--- src/rtl/cla_pipe_adder_if.sv ---
// Operand/result bundle for cla_pipe_adder: valid/ready request side and valid/ready result side.
// Latency: none (wires only).
// Backpressure: out_ready from the consumer; in_ready back to the producer.
// Ports: in_valid/in_ready/a/b/cin/sub (request), out_valid/out_ready/sum/cout/ovf (result).
interface cla_pipe_adder_if #(
  parameter int WIDTH = 16
) ();
  logic             in_valid;
  logic             in_ready;
  logic [WIDTH-1:0] a;
  logic [WIDTH-1:0] b;
  logic             cin;
  logic             sub;
  logic             out_valid;
  logic             out_ready;
  logic [WIDTH-1:0] sum;
  logic             cout;
  logic             ovf;

  // master: operand producer and result consumer
  modport master (
    output in_valid, a, b, cin, sub, out_ready,
    input  in_ready, out_valid, sum, cout, ovf
  );

  // slave: the adder itself
  modport slave (
    input  in_valid, a, b, cin, sub, out_ready,
    output in_ready, out_valid, sum, cout, ovf
  );
endinterface

--- src/rtl/cla_pipe_adder.sv ---
// Pipelined carry-lookahead adder/subtractor, one GROUP-bit lookahead group per stage.
// Latency: STAGES = WIDTH/GROUP register stages (counting the accepting edge), one op/cycle.
// Backpressure: whole pipe holds when out_valid && !out_ready; in_ready = !out_valid || out_ready.
// Ports: clk, reset (sync, active-high); bus (slave modport of cla_pipe_adder_if):
//   in_valid/in_ready/a/b/cin/sub in, out_valid/out_ready/sum/cout/ovf out.
module cla_pipe_adder #(
  parameter int WIDTH = 16,
  parameter int GROUP = 4
) (
  input logic             clk,
  input logic             reset,
  cla_pipe_adder_if.slave bus
);
  localparam int STAGES = WIDTH / GROUP;
  localparam int LAST   = STAGES - 1;
  localparam int MSB    = WIDTH - 1;

  generate
    if (GROUP < 1 || GROUP > WIDTH || (WIDTH % GROUP) != 0) begin : g_bad_cfg
      $error("cla_pipe_adder: WIDTH (%0d) must be a multiple of GROUP (%0d), 1 <= GROUP <= WIDTH",
             WIDTH, GROUP);
    end
  endgenerate

  // Per-stage registers. r_b holds the already-conditioned operand B' (b or ~b),
  // r_s accumulates resolved sum bits, r_c is the carry out of the last resolved group.
  logic             r_vld [STAGES];
  logic [WIDTH-1:0] r_a   [STAGES];
  logic [WIDTH-1:0] r_b   [STAGES];
  logic [WIDTH-1:0] r_s   [STAGES];
  logic             r_c   [STAGES];
  logic             r_ovf;

  logic             w_vld_nxt [STAGES];
  logic [WIDTH-1:0] w_a_nxt   [STAGES];
  logic [WIDTH-1:0] w_b_nxt   [STAGES];
  logic [WIDTH-1:0] w_s_nxt   [STAGES];
  logic             w_c_nxt   [STAGES];
  logic             w_ovf_nxt;
  logic             w_adv;

  // One lookahead group: returns {carry_out, sum}. Every carry is built as a flat
  // sum of products g_j & p_{j+1..i} plus p_{0..i} & c0, so nothing ripples inside a group.
  function automatic logic [GROUP:0] f_cla(input logic [GROUP-1:0] ga,
                                           input logic [GROUP-1:0] gb,
                                           input logic             c0);
    logic [GROUP-1:0] p;
    logic [GROUP-1:0] g;
    logic [GROUP:0]   c;
    logic             t;
    p    = ga ^ gb;
    g    = ga & gb;
    c    = '0;
    c[0] = c0;
    for (int i = 0; i < GROUP; i++) begin
      t = c0;
      for (int j = 0; j <= i; j++) t = t & p[j];
      c[i+1] = t;
      for (int j = 0; j <= i; j++) begin
        t = g[j];
        for (int m = j + 1; m <= i; m++) t = t & p[m];
        c[i+1] = c[i+1] | t;
      end
    end
    return {c[GROUP], p ^ c[GROUP-1:0]};
  endfunction

  // The whole pipe advances together; a full output register that is not being
  // taken is the only thing that can stall it.
  assign w_adv        = !r_vld[LAST] || bus.out_ready;
  assign bus.in_ready = w_adv;
  assign bus.out_valid = r_vld[LAST];
  assign bus.sum      = r_s[LAST];
  assign bus.cout     = r_c[LAST];
  assign bus.ovf      = r_ovf;

  always_comb begin
    logic [WIDTH-1:0] w_a;
    logic [WIDTH-1:0] w_b;
    logic [WIDTH-1:0] w_s;
    logic             w_c;
    logic             w_v;
    logic [GROUP:0]   w_r;
    int               w_p;
    w_a = '0;
    w_b = '0;
    w_s = '0;
    w_c = 1'b0;
    w_v = 1'b0;
    w_r = '0;
    w_p = 0;
    for (int k = 0; k < STAGES; k++) begin
      w_p = (k == 0) ? 0 : k - 1;
      if (k == 0) begin
        // Stage 0 conditions the operands: subtract is A + ~B + 1, cin ignored.
        w_v = bus.in_valid;
        w_a = bus.a;
        w_b = bus.sub ? ~bus.b : bus.b;
        w_s = '0;
        w_c = bus.sub ? 1'b1 : bus.cin;
      end else begin
        w_v = r_vld[w_p];
        w_a = r_a[w_p];
        w_b = r_b[w_p];
        w_s = r_s[w_p];
        w_c = r_c[w_p];
      end
      w_r = f_cla(w_a[k*GROUP +: GROUP], w_b[k*GROUP +: GROUP], w_c);
      w_s[k*GROUP +: GROUP] = w_r[GROUP-1:0];
      w_vld_nxt[k] = w_v;
      w_a_nxt[k]   = w_a;
      w_b_nxt[k]   = w_b;
      w_s_nxt[k]   = w_s;
      w_c_nxt[k]   = w_r[GROUP];
    end
    // Signed overflow: like-signed operands (after conditioning) giving an unlike-signed sum.
    w_ovf_nxt = (w_a_nxt[LAST][MSB] == w_b_nxt[LAST][MSB]) &&
                (w_s_nxt[LAST][MSB] != w_a_nxt[LAST][MSB]);
  end

  always_ff @(posedge clk) begin
    if (reset) begin
      for (int k = 0; k < STAGES; k++) begin
        r_vld[k] <= 1'b0;
        r_a[k]   <= '0;
        r_b[k]   <= '0;
        r_s[k]   <= '0;
        r_c[k]   <= 1'b0;
      end
      r_ovf <= 1'b0;
    end else if (w_adv) begin
      for (int k = 0; k < STAGES; k++) begin
        r_vld[k] <= w_vld_nxt[k];
        r_a[k]   <= w_a_nxt[k];
        r_b[k]   <= w_b_nxt[k];
        r_s[k]   <= w_s_nxt[k];
        r_c[k]   <= w_c_nxt[k];
      end
      r_ovf <= w_ovf_nxt;
    end
  end
endmodule

--- src/flat_wrapper.sv ---
// flat-port wrapper written by rule: the top's interface ports become plain ports
module cla_pipe_adder_flat 
#(
  parameter int WIDTH = 16,
  parameter int GROUP = 4
)
  (clk, reset, bus_in_valid, bus_a, bus_b, bus_cin, bus_sub, bus_out_ready, bus_in_ready, bus_out_valid, bus_sum, bus_cout, bus_ovf);
  cla_pipe_adder_if #(.WIDTH(WIDTH)) bus_i ();
  input logic clk;
  input logic reset;
  input wire logic [$bits(bus_i.in_valid)-1:0] bus_in_valid;
  input wire logic [$bits(bus_i.a)-1:0] bus_a;
  input wire logic [$bits(bus_i.b)-1:0] bus_b;
  input wire logic [$bits(bus_i.cin)-1:0] bus_cin;
  input wire logic [$bits(bus_i.sub)-1:0] bus_sub;
  input wire logic [$bits(bus_i.out_ready)-1:0] bus_out_ready;
  output wire logic [$bits(bus_i.in_ready)-1:0] bus_in_ready;
  output wire logic [$bits(bus_i.out_valid)-1:0] bus_out_valid;
  output wire logic [$bits(bus_i.sum)-1:0] bus_sum;
  output wire logic [$bits(bus_i.cout)-1:0] bus_cout;
  output wire logic [$bits(bus_i.ovf)-1:0] bus_ovf;
  assign bus_i.in_valid = bus_in_valid;
  assign bus_i.a = bus_a;
  assign bus_i.b = bus_b;
  assign bus_i.cin = bus_cin;
  assign bus_i.sub = bus_sub;
  assign bus_i.out_ready = bus_out_ready;
  assign bus_in_ready = bus_i.in_ready;
  assign bus_out_valid = bus_i.out_valid;
  assign bus_sum = bus_i.sum;
  assign bus_cout = bus_i.cout;
  assign bus_ovf = bus_i.ovf;
  cla_pipe_adder #(.WIDTH(WIDTH), .GROUP(GROUP)) u_core (.clk(clk), .reset(reset), .bus(bus_i));
endmodule
--- config.mk ---
export PLATFORM = sky130hd
export DESIGN_NAME = cla_pipe_adder_flat
export DESIGN_NICKNAME = d
export VERILOG_FILES = /design/src/rtl/cla_pipe_adder_if.sv /design/src/rtl/cla_pipe_adder.sv /design/src/flat_wrapper.sv
export SDC_FILE = /design/constraint.sdc
export NUM_CORES = 1
export LEC_CHECK = 0
export ABC_AREA = 1
export CAP_MARGIN = 5
export CORE_ASPECT_RATIO = 1.75
export CORE_MARGIN = 1
export CORE_UTILIZATION = 55
export CTS_BUF_LIST = sky130_fd_sc_hd__clkbuf_16
export DETAILED_ROUTE_END_ITERATION = 12
export GPL_TIMING_DRIVEN = 0
export PLACE_DENSITY = 0.76
export SYNTH_ARGS = -nofsm -noshare
export SYNTH_HDL_FRONTEND = slang
export SYNTH_SLANG_ARGS = --single-unit
export TNS_END_PERCENT = 30
--- constraint.sdc ---
create_clock -name clk -period 3.5 [get_ports clk]
set_clock_uncertainty 0.05 [all_clocks]
set_input_delay 0.35 -clock clk [delete_from_list [all_inputs] [get_ports clk]]
set_output_delay 0.35 -clock clk [all_outputs]
set_load 0.01 [all_outputs]
======== Word-level counts from Yosys, hierarchy flattened ========
Memories as Yosys holds them, arrays and structs flattened.
Cells that the tools add are included.
word-level totals
  bits of input ports ..................... 38
  word-level logic and storage cells ...... 151
  register bits after elaboration ......... 1
  RAM bits ................................ 200
  memories kept ........................... 5
  output and inout port bits .............. 20
memory list
  memory        words  bits a word  rd ports  clocked after Yosys merged registers in  wr ports  line                  text
  u_core.r_a    4      16           3         0                                        4         cla_pipe_adder.sv:28  logic [WIDTH-1:0] r_a [STAGES];
  u_core.r_b    4      16           3         0                                        4         cla_pipe_adder.sv:29  logic [WIDTH-1:0] r_b [STAGES];
  u_core.r_s    4      16           4         0                                        4         cla_pipe_adder.sv:30  logic [WIDTH-1:0] r_s [STAGES];
  u_core.r_c    4      1            4         0                                        4         cla_pipe_adder.sv:31  logic r_c [STAGES];
  u_core.r_vld  4      1            4         0                                        4         cla_pipe_adder.sv:27  logic r_vld [STAGES];
operators by class
  equal/unequal tests ..................... 2
  multiplexer cells ....................... 27
  bitwise gates (word level) .............. 113
  reduce and logical (&&, ||, !) cells .... 3
operators with widths
  operator           number
  $mux 16            13
  $or 1x1->1         60
  $and 1x1->1        40
  $xor 4x4->4        8
  $and 4x4->4        4
  $not 16->16        1
  $mux 1             14
  $eq 1x1->1         1
  $logic_and 1x1->1  1
  $logic_not 1->1    1
  $logic_or 1x1->1   1
  $ne 1x1->1         1

======== Depth between registers and ports, before layout ========
  depth in word-level cells ............... 12
  depth in mapped cells ................... 12
  gate-level depth less buffers ........... 11

======== Least setup slack after synthesis ========
OpenSTA, ideal clock, no wires.
  path type ............................... register to register
  start ................................... memory u_core.r_vld[3][0], in the netlist u_core.r_vld[0][3]
  end ..................................... memory u_core.r_a[0][10] (enable)
  data required time ...................... 2992 ps
  buffers on the path ..................... 0
  arrival time ............................ 2716 ps
  stages on the path, launching flop included .. 4
  path slack .............................. 276 ps
  cell sequence ........................... edfxtp_1 nand2_2 inv_1 nand2_1
RTL lines
  what                line
  start: declaration  cla_pipe_adder.sv:27
  end: declaration    cla_pipe_adder.sv:28

==> results by group <==
Status
  • Status: finished, final reports clean

Floorplanning
  • IO Pins: just under 60
  • Row cnt: 42
  • Initial Util: 0.5765
  • Core area: roughly 7700 µm²
  • Die Wd: between 60 and 70 µm
  • Die area: about 8400 µm²
  • Vert. Die Dim: roughly 120 µm

Global route
  • First-pass GRT wire length: 10.56 mm
  • Largest net degree at the start of global routing: 53
  • Initial antenna violation count: 0
  • Vias in the first global route: 2444
  • All-Layer GR Usage: 0.1693
  • Grt total ovfl: 0

Placed design
  • Dpl hpwl: 4.549 mm
  • Cell Area, Placed: between 5000 and 6000 µm²
  • GP Congestion: 0.7273
  • PortBufs: 56

Routing
  • Drt pass-1 iters: 4
  • DRT antenna net count: 0
  • Routed wire length: around 6.5 mm
  • Via count: ~2.6k
  • Mean number of vias per cell: approximately 4.7
  • Wire per inst: approximately 12 µm
  • Number of remaining DRC errors: 0
  • DR iter-0 viols: 159

Synthesis
  • Cells after Synth: about 380
  • Sequential area share after synthesis: 0.6563
  • Synth warn: 0
  • Ranking of synthesized cells by area: edfxtp_1, nor2_1, inv_1
  • Syn nets: between 400 and 500
  • Cell area after synthesis: roughly 4400 µm²
  • Synth area leader: edfxtp_1
  • #FFs+latches synth: slightly below 100
  • Syn Area/Cell: ~12 µm²
  • Synth cell types: 21
  • Share of the synthesized area in the top cell type: 0.6518

Clocking
  • Clock-pin slew on the worst setup and hold paths: about 0.060 ns
  • Post-CTS setup buffer count: 0
  • Worst-skew pair later-pin latency: ~0.34 ns
  • CTS HTree Levels: 3
  • CTS hold repair buffers: 0
  • Root buffer cell: clkbuf_16
  • Post-CTS Resized: 0
  • Total clock sinks: between 90 and 100
  • Num CTS Buffers: 9
  • CTS tree: yes
  • Max Root-Sink Buffers: 2

Layout
  • Reg area: between 2000 and 3000 µm²
  • Fill cells: 550
  • Share of layout cells above drive strength 1: 0.08590
  • Footprint of the multi-input gates: ~1100 µm²
  • Most frequent cells in the layout: edfxtp_1, inv_1, nor2_1, clkdlybuf4s50_1, nand2_1
  • Antenna Cells: 0
  • Most common cell after layout, fill and taps aside: edfxtp_1
  • Design Area, Final: between 5000 and 6000 µm²
  • Total Nets Final: roughly 510
  • Area added between synthesis and finish: 21.73%

Worst setup path
  • Worst r2r path cells: 4
  • Crit path required time: 3.54 ns
  • Startpoint types: primary input
  • Critical-path maximum fanout: 3
  • Crit. End Element: flop
  • Crit Path Class: primary input to flop
  • WP data arrival: 1.98 ns

STA
  • Slew HR: 0.6029
  • Crit share post-route: 0.5533
  • Fin. Hold Viols: 0
  • FMAX: 0.5164 GHz
  • Final setup TNS: 0 ns
  • Slew @ Worst Pin: about 0.60 ns
  • Final Max Slew Viols: 0
  • RSZ-0062 raised after global routing: false
  • Min Tclk post-route: between 1.5 and 2 ns
  • Endpoints failing setup: 0

Power and ir drop
  • Register share of total power: 0.553
  • Pwr Density: around 470 nW/µm²
  • Clk network pwr share: 0.335
  • Net switching power figure: around 0.55 mW
  • Leakage Power: about 2.4 nW
  • Combinational Power Share: 0.112
  • Pint: approximately 2 mW
  • Maximum VDD drop: 0.0002847 V
  • Sw frac: 0.2180

Worst hold path
  • Hold crit path type: primary input to flop
  • Hold Path Stages: 3

Flow run
  • Maxcap violations: 0
==> final cells by class <==
type,count,area share
timing repair buffer,57,0.1092
tap,88,0.02045
buffer,11,0.01557
sequential,97,0.5392
inverter,84,0.05856
clock buffer,9,0.04183
clock inverter,7,0.005578
multi-input combinational,189,0.2096
==> metal layers <==
metal	track usage	vias up	share of wire
met4	0.1025	0	0.031
met3	0.03583	16	0.034
met2	0.3239	64	0.57
met5	0	-	0
li1	-	1332	-
met1	0.1589	1162	0.37
==> worst paths after layout <==
path / from / to / slack (ns)
max: bus_b[0] / u_core.r_c[0] / 1.56
min: bus_sub / u_core.r_b[0][7] / 0.34
max reg2reg: u_core.r_vld[0][3] / u_core.r_a[0][4] / 1.73
min reg2reg: u_core.bus.ovf / u_core.bus.ovf / 0.42
==> state kept, by name, summed over array words and instances, names as in the netlist <==
name and cells:
u_core.r_c 4, u_core.r_s 40, u_core.bus.ovf 1, u_core.r_a 24
u_core.r_b 24, u_core.r_vld 4
==> synthesized netlist by cell type <==
cell      number
nand2_1       27
ha_1          20
nand4_1        1
dfxtp_1        1
buf_2          7
xnor2_1       16
inv_1         82
a21oi_1        8
o21ai_0        4
buf_6          3
nor2_2        10
buf_8          1
nand2_4        1
xor2_1         4
edfxtp_1      96
fa_1           4
nand2_2        1
nand3_1        6
nor2_1        84
inv_2          2
nand3b_1       3
==> critical path, stage by stage <==
cell,delay (ns)
clkdlybuf4s50_1,0.41
xnor2_1,0.23
inv_1,0.07
ha_1,0.28
ha_1,0.18
nand2_1,0.05
nand3b_1,0.12
nand2_1,0.08
nand2_1,0.06
nand2_1,0.08
a21oi_1,0.07
==> power groups by stage <==
stage | logic (mW) | clock network (mW) | registers (mW)
6_report | 0.284 | 0.849 | 1.40
2_1_floorplan | 0.166 | 0 | 1.43
3_3_place_gp | 0.268 | 0 | 1.42
5_1_grt | 0.318 | 0.903 | 1.41
3_5_place_dp | 0.284 | 0 | 1.43
4_1_cts | 0.287 | 0.860 | 1.40
==> stage by stage <==
| stage | hold slack [ns] | power [mW] | instances | utilization | setup slack (ns) |
|---|---|---|---|---|---|
| 4_1_cts | 0.3386 | 2.552 | 542 | 0.7017 | 1.562 |
| 6_report | 0.3437 | 2.536 | 542 | 0.7017 | 1.564 |
| 3_3_place_gp | 0.4130 | 1.693 | 525 | 0.6639 | -0.6440 |
| 3_5_place_dp | 0.4158 | 1.712 | 526 | 0.6685 | 1.213 |
| 2_1_floorplan | 0.4410 | 1.596 | 381 | - | 0.2756 |
| 5_1_grt | 0.3734 | 2.634 | 542 | 0.7017 | 1.457 |
==> cell families (layout without fill, tap and decap cells) <==
family / Yosys count / after routing / share of synthesized area
DFF: 97 / 97 / 0.6563
AOI/OAI and AO/OA: 12 / 12 / 0.01358
buffers and inverters: 95 / 168 / 0.09024
adders and majority gates: 24 / 24 / 0.07468
and+or+nand+nor: 133 / 133 / 0.1256
xor gates and xnor gates: 20 / 20 / 0.03960
No activity file was read; power rests on OpenSTA's default activity.
